<file path="src/rtl/clk_mon_pkg.sv">
// clk_mon_pkg: shared types and defaults for the clock-divider monitor
// Contents: state_t (IDLE/MEASURE FSM encoding), CNT_W_DEF (default counter width)
package clk_mon_pkg;
   localparam int CNT_W_DEF = 8;
   typedef enum logic {IDLE, MEASURE} state_t;
endpackage

</file>
<file path="src/rtl/sync_2ff.sv">
// sync_2ff: two-flop synchronizer for a single asynchronous bit
// Ports: clk (sampling clock), restn (async active-low reset), d (async input), q (synchronized output)
module sync_2ff (
   input  logic clk,
   input  logic restn,
   input  logic d,
   output logic q
);
   logic s1;
   always_ff @(posedge clk or negedge restn)
      if (!restn) {q, s1} <= 2'b00;
      else        {q, s1} <= {s1, d};
endmodule

</file>
<file path="src/rtl/clk_div_monitor.sv">
// clk_div_monitor: measures period/high time of a slow clock, tracks lock and flags errors
// Ports: clk, restn (async active-low), clk_in (async measured clock),
//        period/high_time (last measurement), meas_valid (new-measurement strobe),
//        locked (LOCK_N identical periods), err_period/err_timeout (single-cycle error strobes)
module clk_div_monitor
   import clk_mon_pkg::*;
#(
   parameter int CNT_W   = CNT_W_DEF,
   parameter int LOCK_N  = 4,
   parameter int TIMEOUT = 255
) (
   input  logic             clk,
   input  logic             restn,
   input  logic             clk_in,
   output logic [CNT_W-1:0] period,
   output logic [CNT_W-1:0] high_time,
   output logic             meas_valid,
   output logic             locked,
   output logic             err_period,
   output logic             err_timeout
);
   state_t           state_q, state_d;
   logic             s2, s3, rise, meas, timeout, same;
   logic [CNT_W-1:0] per_cnt, hi_cnt, cap_per, cap_hi;
   logic [3:0]       match, match_nxt;
   logic             cap_v, cap_err;

   sync_2ff u_sync (.clk(clk), .restn(restn), .d(clk_in), .q(s2));

   assign rise    = s2 & ~s3;
   assign meas    = rise && state_q == MEASURE;
   // a rise in the same cycle wins over the timeout
   assign timeout = state_q == MEASURE && per_cnt == CNT_W'(TIMEOUT) && !rise;
   // cap_per doubles as the previous period; match == 0 marks the first measurement
   assign same      = per_cnt == cap_per;
   assign match_nxt = (match == 4'd0 || !same) ? 4'd1 :
                      (match == 4'(LOCK_N) ? match : match + 4'd1);

   always_comb begin
      state_d = state_q;
      if (state_q == IDLE && rise) state_d = MEASURE;
      if (timeout)                 state_d = IDLE;
   end

   // stage A: edge detect, counters, capture of the finished interval
   always_ff @(posedge clk or negedge restn)
      if (!restn) begin
         s3      <= 1'b0;
         state_q <= IDLE;
         per_cnt <= '0;
         hi_cnt  <= '0;
         cap_per <= '0;
         cap_hi  <= '0;
         cap_v   <= 1'b0;
         cap_err <= 1'b0;
         match   <= 4'd0;
      end else begin
         s3      <= s2;
         state_q <= state_d;
         cap_v   <= meas;
         cap_err <= meas && match == 4'(LOCK_N) && !same;
         if (rise) begin
            per_cnt <= CNT_W'(1);
            hi_cnt  <= CNT_W'(1);
            if (state_q == MEASURE) begin
               cap_per <= per_cnt;
               cap_hi  <= hi_cnt;
               match   <= match_nxt;
            end
         end else if (state_q == MEASURE) begin
            per_cnt <= &per_cnt ? per_cnt : per_cnt + CNT_W'(1);
            hi_cnt  <= (s2 && !(&hi_cnt)) ? hi_cnt + CNT_W'(1) : hi_cnt;
         end
         if (timeout) match <= 4'd0;
      end

   // stage B: outputs, all updated together with meas_valid
   always_ff @(posedge clk or negedge restn)
      if (!restn) begin
         period      <= '0;
         high_time   <= '0;
         meas_valid  <= 1'b0;
         locked      <= 1'b0;
         err_period  <= 1'b0;
         err_timeout <= 1'b0;
      end else begin
         meas_valid  <= cap_v;
         err_period  <= cap_err;
         err_timeout <= timeout;
         if (cap_v) begin
            period    <= cap_per;
            high_time <= cap_hi;
         end
         locked <= timeout ? 1'b0 : (cap_v ? match == 4'(LOCK_N) : locked);
      end
endmodule
</file>
<file path="config.mk">
export PLATFORM = sky130hd
export DESIGN_NAME = clk_div_monitor
export DESIGN_NICKNAME = d
export VERILOG_FILES = /design/src/rtl/clk_mon_pkg.sv /design/src/rtl/sync_2ff.sv /design/src/rtl/clk_div_monitor.sv
export SDC_FILE = /design/constraint.sdc
export NUM_CORES = 1
export LEC_CHECK = 0
export ABC_AREA = 1
export BUFFER_PORTS_ARGS = -buffer_cell sky130_fd_sc_hd__buf_2
export CAP_MARGIN = 25
export CORE_MARGIN = 2
export CORE_UTILIZATION = 53
export CTS_BUF_LIST = sky130_fd_sc_hd__clkbuf_16
export DETAILED_ROUTE_END_ITERATION = 10
export PLACE_DENSITY = 0.73
export SYNTH_ARGS = -nofsm -noshare
export SYNTH_HDL_FRONTEND = slang
export SYNTH_SLANG_ARGS = --single-unit
</file>
<file path="constraint.sdc">
create_clock -name clk -period 1.5 [get_ports clk]
set_input_delay 0.15 -clock clk [delete_from_list [all_inputs] [get_ports clk]]
set_output_delay 0.15 -clock clk [all_outputs]
set_load 0.02 [all_outputs]
</file>
# Word-level counts from Yosys, hierarchy flattened
# Index checks and enable logic that the tools add are counted.
# word_totals
regBits	62
latchBits	0
ramBits	0
romBits	0
input_bits	3
out_inout_bits	20
elab_cells	67
mem_count	0
# op_classes
add_sub_neg	3
n_mul	0
div	0
order_cmp	0
eq_ne	5
shift	0
mux	15
bitwise	3
n_reduce_logical	24
# ops
op	n
$mux 8	6
$mux 4	5
$add 8x1->8 const B	2
$reduce_and 8->1	2
$reduce_bool 2->1	6
$eq 8x8->1	1
$eq 8x8->1 const B	1
$logic_and 1x1->1	7
$reduce_and 2->1	3
$add 4x1->4 const B	1
$eq 4x3->1 const B	1
$logic_not 4->1	1
$mux 1	4
$logic_not 1->1	3
$ne 3x3->1 const B	1
$reduce_and 3->1	1
$ne 2x2->1 const B	1
$not 1->1	2
$and 1x1->1	1
$logic_or 1x1->1	1

# Depth between registers and ports, before layout
# Gate-level depths: netlist of the first run.
# logic_depth
depth_word	7
mapped_depth	11
depth_no_buf	11

# Hierarchy
# Synthesis of the first run repeated with hierarchy kept, for this count alone.
# hier_totals
hier_cells	323
area_unflattened_um2	2874.0
# by_module_without_submodules
module	n_inst	cells_each	area_per_inst_um2	seq_area_each_um2
clk_div_monitor	1	321	2824.0	1501.4
sync_2ff	1	2	50.0	50.0

# Least setup slack after synthesis of the first run
# OpenSTA, ideal clock, no wires.
# synth_path
path_kind	flip-flop to flip-flop
startpoint	register hi_cnt[1]
endpoint	register hi_cnt[0]
setup_time_ns	0.125
arrival_ns	1.288
required_time_ns	1.375
setup_slack_ns	0.087
stages_incl_launch_ff	11
n_path_buf	0
synth_period_minus_slack_ns	1.413
path_cell_list	dfrtp_1 > ha_1 > nand2_1 > nor2_2 > nand3_2 > nor2_2 > nand3_2 > nand2_4 > inv_4 > o21ai_0 > o21ai_1
# synth_via
elab_chain_len	5
# synth_rtl
item	line	source
start: declaration	clk_div_monitor.sv:24	logic [CNT_W-1:0] per_cnt, hi_cnt, cap_per, cap_hi;
start signal: assignment	clk_div_monitor.sv:72	hi_cnt <= (s2 && !(&hi_cnt)) ? hi_cnt + CNT_W'(1) : hi_cnt;
$reduce_and 8->1	clk_div_monitor.sv:72	
$logic_not 1->1	clk_div_monitor.sv:72	
$logic_and 1x1->1	clk_div_monitor.sv:72	
$reduce_bool 2->1 (no source line)	-	
$reduce_and 2->1 (no source line)	-	
# No other way between the ends.
# A chain may end at the register's enable or synchronous reset.

# Worst setup path after layout of the first run
# layout_path
startpoint	register hi_cnt[0]
endpoint	register hi_cnt[5]
# layout_via
elab_chain_len	5
word_cells_on_any_way	9
cone_classes	1 x add/sub; 3 x mux; 5 x reduce/logical
# layout_rtl
item
branches (longest 5 deep; another with $add 8x1->8)
# Several ways; the timed one is not identified. The select of a mux whose other input is x is not followed.

==> results of run 1 <==
==> cells by family (layout without fill, tap and decap cells) <==
family	Yosys count	in the layout
adder cells (fa/ha/maj)	4	4
AND/OR/NAND/NOR	132	132
multiplexers	8	8
buffers and inverters	43	100
AO/OA/AOI/OAI	52	52
XOR/XNOR	4	4
flip-flops	62	62
==> through the flow <==
step | utilization | total power [mW]
final | 0.7146 | 6.033
after detailed placement | 0.6034 | 3.237
after global placement | 0.6034 | 3.175
after global routing | 0.7146 | 6.344
after floorplan | - | 2.845
after CTS | 0.6903 | 5.842
==> flip-flops by register name (all words and copies together) (netlist names) <==
name	count
err_period	1
cap_v	1
u_sync.s1	1
per_cnt	8
s3	1
high_time	8
err_timeout	1
locked	1
state_q	1
hi_cnt	8
period	8
meas_valid	1
match	4
cap_err	1
cap_per	8
cap_hi	8
u_sync.q	1
==> per-layer routing <==
| metal | up-vias | track usage | share of wire |
|---|---|---|---|
| li1 | 1090 | - | - |
| met1 | 1070 | 0.2865 | 0.42 |
| met2 | 45 | 0.3763 | 0.51 |
| met3 | 11 | 0.06118 | 0.042 |
| met4 | 0 | 0.1036 | 0.019 |
| met5 | - | 0 | 0 |
==> area by class of cell <==
class	instances	area [um2]	share of cell area
Multi-Input combinational cell	200	1164	0.3188
Timing Repair inverter	1	3.754	0.001028
Sequential cell	62	1553	0.4254
Clock buffer	9	225.2	0.06171
Tap cell	70	87.58	0.02400
Inverter	35	136.4	0.03737
Clock inverter	7	146.4	0.04011
Timing Repair Buffer	48	334.1	0.09153
==> worst min-delay path, delay by kind of cell <==
family                 cells  cell delay [ns]
buffers and inverters      3             0.92
==> worst max-delay path by stage <==
stage | start | endpoint | slack, ns | depth (start not counted)
final | hi_cnt[0]$_DFFE_PN0P_ | hi_cnt[5]$_DFFE_PN0P_ | 0.005 | 10
after CTS | hi_cnt[0]$_DFFE_PN0P_ | hi_cnt[0]$_DFFE_PN0P_ | -0.04 | 10
after floorplan | hi_cnt[1]$_DFFE_PN0P_ | hi_cnt[0]$_DFFE_PN0P_ | 0.09 | 10
after global routing | per_cnt[1]$_DFFE_PN0P_ | match[1]$_DFFE_PN0P_ | -0.09 | 11
after global placement | per_cnt[0]$_DFFE_PN0P_ | per_cnt[7]$_DFFE_PN0P_ | 0.04 | 9
after detailed placement | hi_cnt[0]$_DFFE_PN0P_ | hi_cnt[0]$_DFFE_PN0P_ | -0.05 | 10
==> synthesized netlist by cell type <==
cell type	instances
nand2_1	76
dfrtp_1	62
inv_1	31
o21ai_0	23
nor2_1	22
a21oi_1	14
o21ai_1	13
nand3_1	10
mux2_2	8
buf_2	4
ha_1	4
xor2_1	4
clkbuf_1	3
inv_2	3
nand4_1	3
nor2_2	3
nor2_4	3
nor3_1	3
nand2_2	2
nand2_4	2
nand3_2	2
nor2_8	2
nor3b_1	2
buf_4	1
inv_4	1
nand3_4	1
nand3b_1	1
o21ai_2	1
o31ai_1	1
==> repair_timing <==
action                                 CTS  global route
setup buffers                            3             7
resized for setup                       10            24
pin swaps                                4            13
cloned                                   1             0
hold buffers                             2             0
endpoints found under the hold margin   63             0
setup endpoints to repair                6            20
==> power breakdown <==
part           switching (mW)  leakage, nW  internal (mW)
Sequential              0.229        0.806           1.95
Combinational           0.769        0.796          0.543
Clock                   0.747        0.180           1.80
==> flow_metrics.env, run 1 <==
export IMPL_synthesis_nets=312
export IMPL_area_growth_pct=30.11
export IMPL_placed_cell_area_um2=3082
export IMPL_ys_seq_area_frac=0.5531
export IMPL_power_density_nw_per_um2=1653
export IMPL_remaining_drc_errors=0
export IMPL_drt_total_wl_um=6198
export IMPL_fill_cells=363
export IMPL_final_instance_count_excl_fill=432
export IMPL_reg2reg_from="hi_cnt[0]$_DFFE_PN0P_"
export IMPL_min_period_over_period=0.9968
export IMPL_synth_compound_area_frac=0.09500
export IMPL_fmax_ghz=0.6688
export IMPL_path_max_fanout=7
export IMPL_worst_r2r_endpoint="hi_cnt[5]$_DFFE_PN0P_"
export IMPL_drv_slew=0
export IMPL_crit_chain="ha_2 > nand2_2 > nor2_4 > nand3_2 > nor2_4 > nand3_2 > nand2_4 > buf_6 > nand2_2 > o21ai_1"
export IMPL_setup_tns_ns=0
export IMPL_overflow=0
export IMPL_clock_path_buffers=2
export IMPL_crit_slowest_cell="dfrtp_1"
export IMPL_ys_top_cells_by_area="dfrtp_1, nand2_1, inv_1, o21ai_0, mux2_2"
export IMPL_relSlewSlack=0.7564
export IMPL_synth_top_area_share=0.5531
export IMPL_muxShareOfSynthArea=0.03211
export IMPL_ir_worst_vdd_uv=768.9
export IMPL_cts_tree="done"
export IMPL_slowest_delay_ns=0.38
export IMPL_synth_xor_area_share=0.01249
export IMPL_hold_viol_final=0
export IMPL_fin_ws_ns=0.004740
export IMPL_dieArea_um2=5891
export IMPL_drtIter0Drc=144
export IMPL_finalHoldWorstSlack_ns=0.3436
export IMPL_place_gp_congestion=0.7970
export IMPL_critPathKind="reg -> reg"
export IMPL_fp_dieW_um=76.75
export IMPL_antenna_found_initial=0
export IMPL_netlist_area_um2=2805
export IMPL_synth_adder_area_share=0.01784
export IMPL_arrival_ns=1.75
export IMPL_firstDrtPassIters=4
export IMPL_worst_path_buf_inv=1
export IMPL_clkSinkCount=62
export IMPL_yosysTopAreaCell="dfrtp_1"
export IMPL_grt_start_max_net_pins=63
export IMPL_cp_required_ns=1.76
export IMPL_vias=2216
export IMPL_yosys_area_share_simple=0.2279
export IMPL_via_per_inst=5.130
export IMPL_synth_top_family_by_area="simple AND/OR/NAND/NOR gates"
export IMPL_place_inst=403
export IMPL_fin_area_um2=3650
export IMPL_cp_end_kind="flip-flop"
export IMPL_hp_class="in -> async"
export IMPL_syn_avg_cell_area_um2=9.197
export IMPL_grt_first_pass_wirelength_um=10370
export IMPL_grt_use_total=0.2301
export IMPL_ys_ff_latch=62
export IMPL_status="complete, no violations"
export IMPL_post_dp_hpwl_um=3780
export IMPL_r2r_cells=10
export IMPL_layout_drive_gt1_share=0.3122
export IMPL_die_h_um=76.75
export IMPL_layout_commonest_cell="nand2_1"
export IMPL_place_ws_ns=-0.04717
export IMPL_start_kind="flip-flop"
export IMPL_max_cap_violations=0
export IMPL_antenna_left=0
export IMPL_synth_warnings=0
export IMPL_period_minus_slack_ns=1.495
export IMPL_clock_skew_ns=0.003451
export IMPL_ys_types=29
export IMPL_initial_utilization=0.5492
export IMPL_r2r_slack_ns=0.005
export IMPL_ios=23
export IMPL_nets=364
export IMPL_grt_pass1_vias=2222
export IMPL_wl_per_cell_um=14.35
export IMPL_setup_viol=0
export IMPL_core_area_um2=5107
export IMPL_rsz0062_at_grt="yes"
export IMPL_numPortBuffers=22
export IMPL_synthCells=305
export IMPL_crit_family="simple AND/OR/NAND/NOR gates"
export IMPL_h_tree_depth=3
export IMPL_leakage_nw=1.782
export IMPL_clk_pin_slew_ns=0.05
export IMPL_clk_insertion_delay_late_ns=0.33
export IMPL_worstMarginPinSlew_ns=0.3654
export IMPL_cts_root_buf="clkbuf_16"
export IMPL_numCtsBuffers=9
export IMPL_num_antenna_cells=0
export IMPL_rows=26
export IMPL_layout_common_cells="nand2_1, dfrtp_1, inv_1"
(Power assumes the default switching activity.)
==> run 2: changes to the inputs <==
ABC_AREA = not set   (was 1)
==> flow_metrics.env, run 2 <==
export IMPL_ys_types=47
export IMPL_synthesis_nets=262
export IMPL_relSlewSlack=0.6450
export IMPL_via_per_inst=5.409
export IMPL_worstMarginPinSlew_ns=0.5324
export IMPL_final_instance_count_excl_fill=403
export IMPL_muxShareOfSynthArea=0.07675
export IMPL_async_flop_share=1.000
export IMPL_critPathKind="reg -> reg"
export IMPL_clk_insertion_delay_late_ns=0.32
export IMPL_clock_path_buffers=2
export IMPL_fin_area_um2=3709
export IMPL_num_antenna_cells=0
export IMPL_hp_class="in -> async"
export IMPL_syn_avg_cell_area_um2=10.74
export IMPL_overflow=0
export IMPL_h_tree_depth=3
export IMPL_violations="setup timing"
export IMPL_yosysTopAreaCell="dfrtp_1"
export IMPL_cp_end_kind="flip-flop"
export IMPL_antenna_left=0
export IMPL_seq_power_share=0.382
export IMPL_fin_ws_ns=-0.05532
export IMPL_die_h_um=75.89
export IMPL_rows=26
export IMPL_synth_warnings=0
export IMPL_setup_viol=3
export IMPL_pwr_share_comb=0.274
export IMPL_ys_seq_area_frac=0.5665
export IMPL_area_growth_pct=35.40
export IMPL_reg2reg_from="hi_cnt[1]$_DFFE_PN0P_"
export IMPL_r2r_slack_ns=-0.06
export IMPL_yosys_area_share_simple=0.1759
export IMPL_period_minus_slack_ns=1.555
export IMPL_layout_drive_gt1_share=0.3874
export IMPL_synth_xor_area_share=0.04157
export IMPL_leakage_nw=1.882
export IMPL_place_gp_congestion=0.8714
export IMPL_netlist_area_um2=2739
export IMPL_path_max_fanout=7
export IMPL_max_cap_violations=0
export IMPL_cts_root_buf="clkbuf_16"
export IMPL_firstDrtPassIters=4
export IMPL_drtIter0Drc=139
export IMPL_synthTopCellsByCount="dfrtp_1, nand2_1, mux2_2"
export IMPL_synthCells=255
export IMPL_grt_first_pass_wirelength_um=9632
export IMPL_min_period_over_period=1.037
export IMPL_drv_slew=0
export IMPL_post_dp_hpwl_um=4108
export IMPL_grt_use_total=0.2288
export IMPL_numCtsBuffers=9
export IMPL_worst_r2r_endpoint="hi_cnt[7]$_DFFE_PN0P_"
export IMPL_synth_edf_count=0
export IMPL_layout_commonest_cell="dfrtp_1"
export IMPL_rsz0062_at_grt="yes"
export IMPL_ir_worst_vdd_uv=809.5
export IMPL_status="finished with violations"
export IMPL_synthFlopType="dfrtp_1"
export IMPL_ios=23
export IMPL_place_inst=378
export IMPL_clk_pin_slew_ns=0.05
export IMPL_remaining_drc_errors=0
export IMPL_synth_adder_area_share=0.01827
export IMPL_synth_top_family_by_area="simple AND/OR/NAND/NOR gates"
export IMPL_drt_total_wl_um=6299
export IMPL_nets=336
export IMPL_initial_utilization=0.5432
export IMPL_antenna_found_initial=0
export IMPL_p_int_mw=3.962
export IMPL_grt_pass1_vias=2083
export IMPL_arrival_ns=1.81
export IMPL_p_switching_mw=1.678
export IMPL_synth_top_area_share=0.5665
export IMPL_power_density_nw_per_um2=1521
export IMPL_wl_per_cell_um=15.63
export IMPL_fmax_ghz=0.6430
export IMPL_r2r_cells=5
export IMPL_hold_viol_final=0
export IMPL_numPortBuffers=22
export IMPL_vias=2180
export IMPL_layout_common_cells="dfrtp_1, nand2_1, buf_4"
export IMPL_swShare=0.2975
export IMPL_clkSinkCount=62
export IMPL_fp_dieW_um=75.89
export IMPL_cts_tree="done"
export IMPL_core_area_um2=5042
export IMPL_grt_start_max_net_pins=25
export IMPL_clock_skew_ns=0.003470
export IMPL_ys_top_cells_by_area="dfrtp_1, nand2_1, mux2_2, xor2_1, ha_1"
export IMPL_placed_cell_area_um2=3248
export IMPL_post_synth_top_count_cell="dfrtp_1"
export IMPL_start_kind="flip-flop"
export IMPL_clkPwrFrac=0.344
export IMPL_dieArea_um2=5759
export IMPL_ys_ff_latch=62
export IMPL_cp_required_ns=1.75
export IMPL_synth_compound_area_frac=0.08588
## run 2: changes by cell type in the layout (fill, tap and decap cells not counted), moves of 5 or more
cell and delta:
nor2_4 -5, nand2_2 -11, o21ai_0 -15, nand2_1 -8
mux2_2 +8, buf_4 +27, xor2_1 +7, nor2_1 -11
inv_1 -21, a21oi_1 -11, o21ai_1 -12
## run 2: per-stage QoR
stage	hold WS (ns)	power [mW]	setup TNS (ns)	setup WS [ns]	util
2_1_floorplan	-0.1456	2.925	-0.1733	-0.1081	-
3_3_place_gp	0.1626	3.420	-0.03809	-0.03688	0.6442
3_5_place_dp	0.1618	3.502	-0.2732	-0.09665	0.6442
4_1_cts	0.3468	5.511	-0.05527	-0.05527	0.7132
5_1_grt	0.3648	5.940	-0.5993	-0.09813	0.7355
6_report	0.3444	5.640	-0.1403	-0.05532	0.7355
## run 2: cells by family (layout without fill, tap and decap cells)
family	count (synthesis)	count (layout)
and+or+nand+nor	101	101
DFF	62	62
AOI/OAI and AO/OA	34	34
buffers and inverters	22	100
muxes	19	19
xor gates and xnor gates	13	13
adders and majority gates	4	4
## run 2: final cells by class
type / instances / area [um2]
Fill cell: 309 / 1334
Clock inverter: 6 / 55.05
Sequential cell: 62 / 1551
Tap cell: 70 / 87.58
Timing Repair Buffer: 76 / 556.8
Multi-Input combinational cell: 171 / 1199
Inverter: 9 / 33.78
Clock buffer: 9 / 225.2
## run 2: worst max-delay path by stage
stage | depth (start not counted) | start | slack (ns) | end
3_5_place_dp | 5 | hi_cnt[0]$_DFFE_PN0P_ | -0.1 | hi_cnt[7]$_DFFE_PN0P_
6_report | 5 | hi_cnt[1]$_DFFE_PN0P_ | -0.06 | hi_cnt[7]$_DFFE_PN0P_
5_1_grt | 5 | hi_cnt[1]$_DFFE_PN0P_ | -0.1 | hi_cnt[7]$_DFFE_PN0P_
3_3_place_gp | 5 | hi_cnt[0]$_DFFE_PN0P_ | -0.04 | hi_cnt[7]$_DFFE_PN0P_
2_1_floorplan | 6 | hi_cnt[1]$_DFFE_PN0P_ | -0.11 | hi_cnt[7]$_DFFE_PN0P_
4_1_cts | 5 | hi_cnt[1]$_DFFE_PN0P_ | -0.06 | hi_cnt[7]$_DFFE_PN0P_
## run 2: critical path, cell delays in order (launching register included)
cell and delay, ns:
dfrtp_1 0.38, ha_2 0.19, and4_4 0.15, a41o_4 0.23, or4_4 0.42, a21oi_2 0.12
## run 2: power groups by stage
stage	combinational [mW]	clock, mW	sequential, mW
finish	1.55	1.94	2.16
global route	1.69	2.06	2.19
CTS	1.40	1.96	2.15
detailed placement	1.33	0	2.18
global placement	1.27	0	2.15
floorplan	0.662	0	2.26
## run 2: routing by layer
metal | up-vias | global-route usage | part of all wire
li1 | 1039 | - | -
met1 | 1067 | 0.2985 | 0.44
met2 | 63 | 0.3525 | 0.50
met3 | 11 | 0.05159 | 0.041
met4 | 0 | 0.1267 | 0.020
met5 | - | 0 | 0
## run 2: what timing repair did
item,CTS,global route
hold buffers,2,0
gates resized for setup,6,22
buffers inserted,3,5
endpoints found under the hold margin,19,0
pin swaps,5,11
endpoints found under the setup margin,14,18
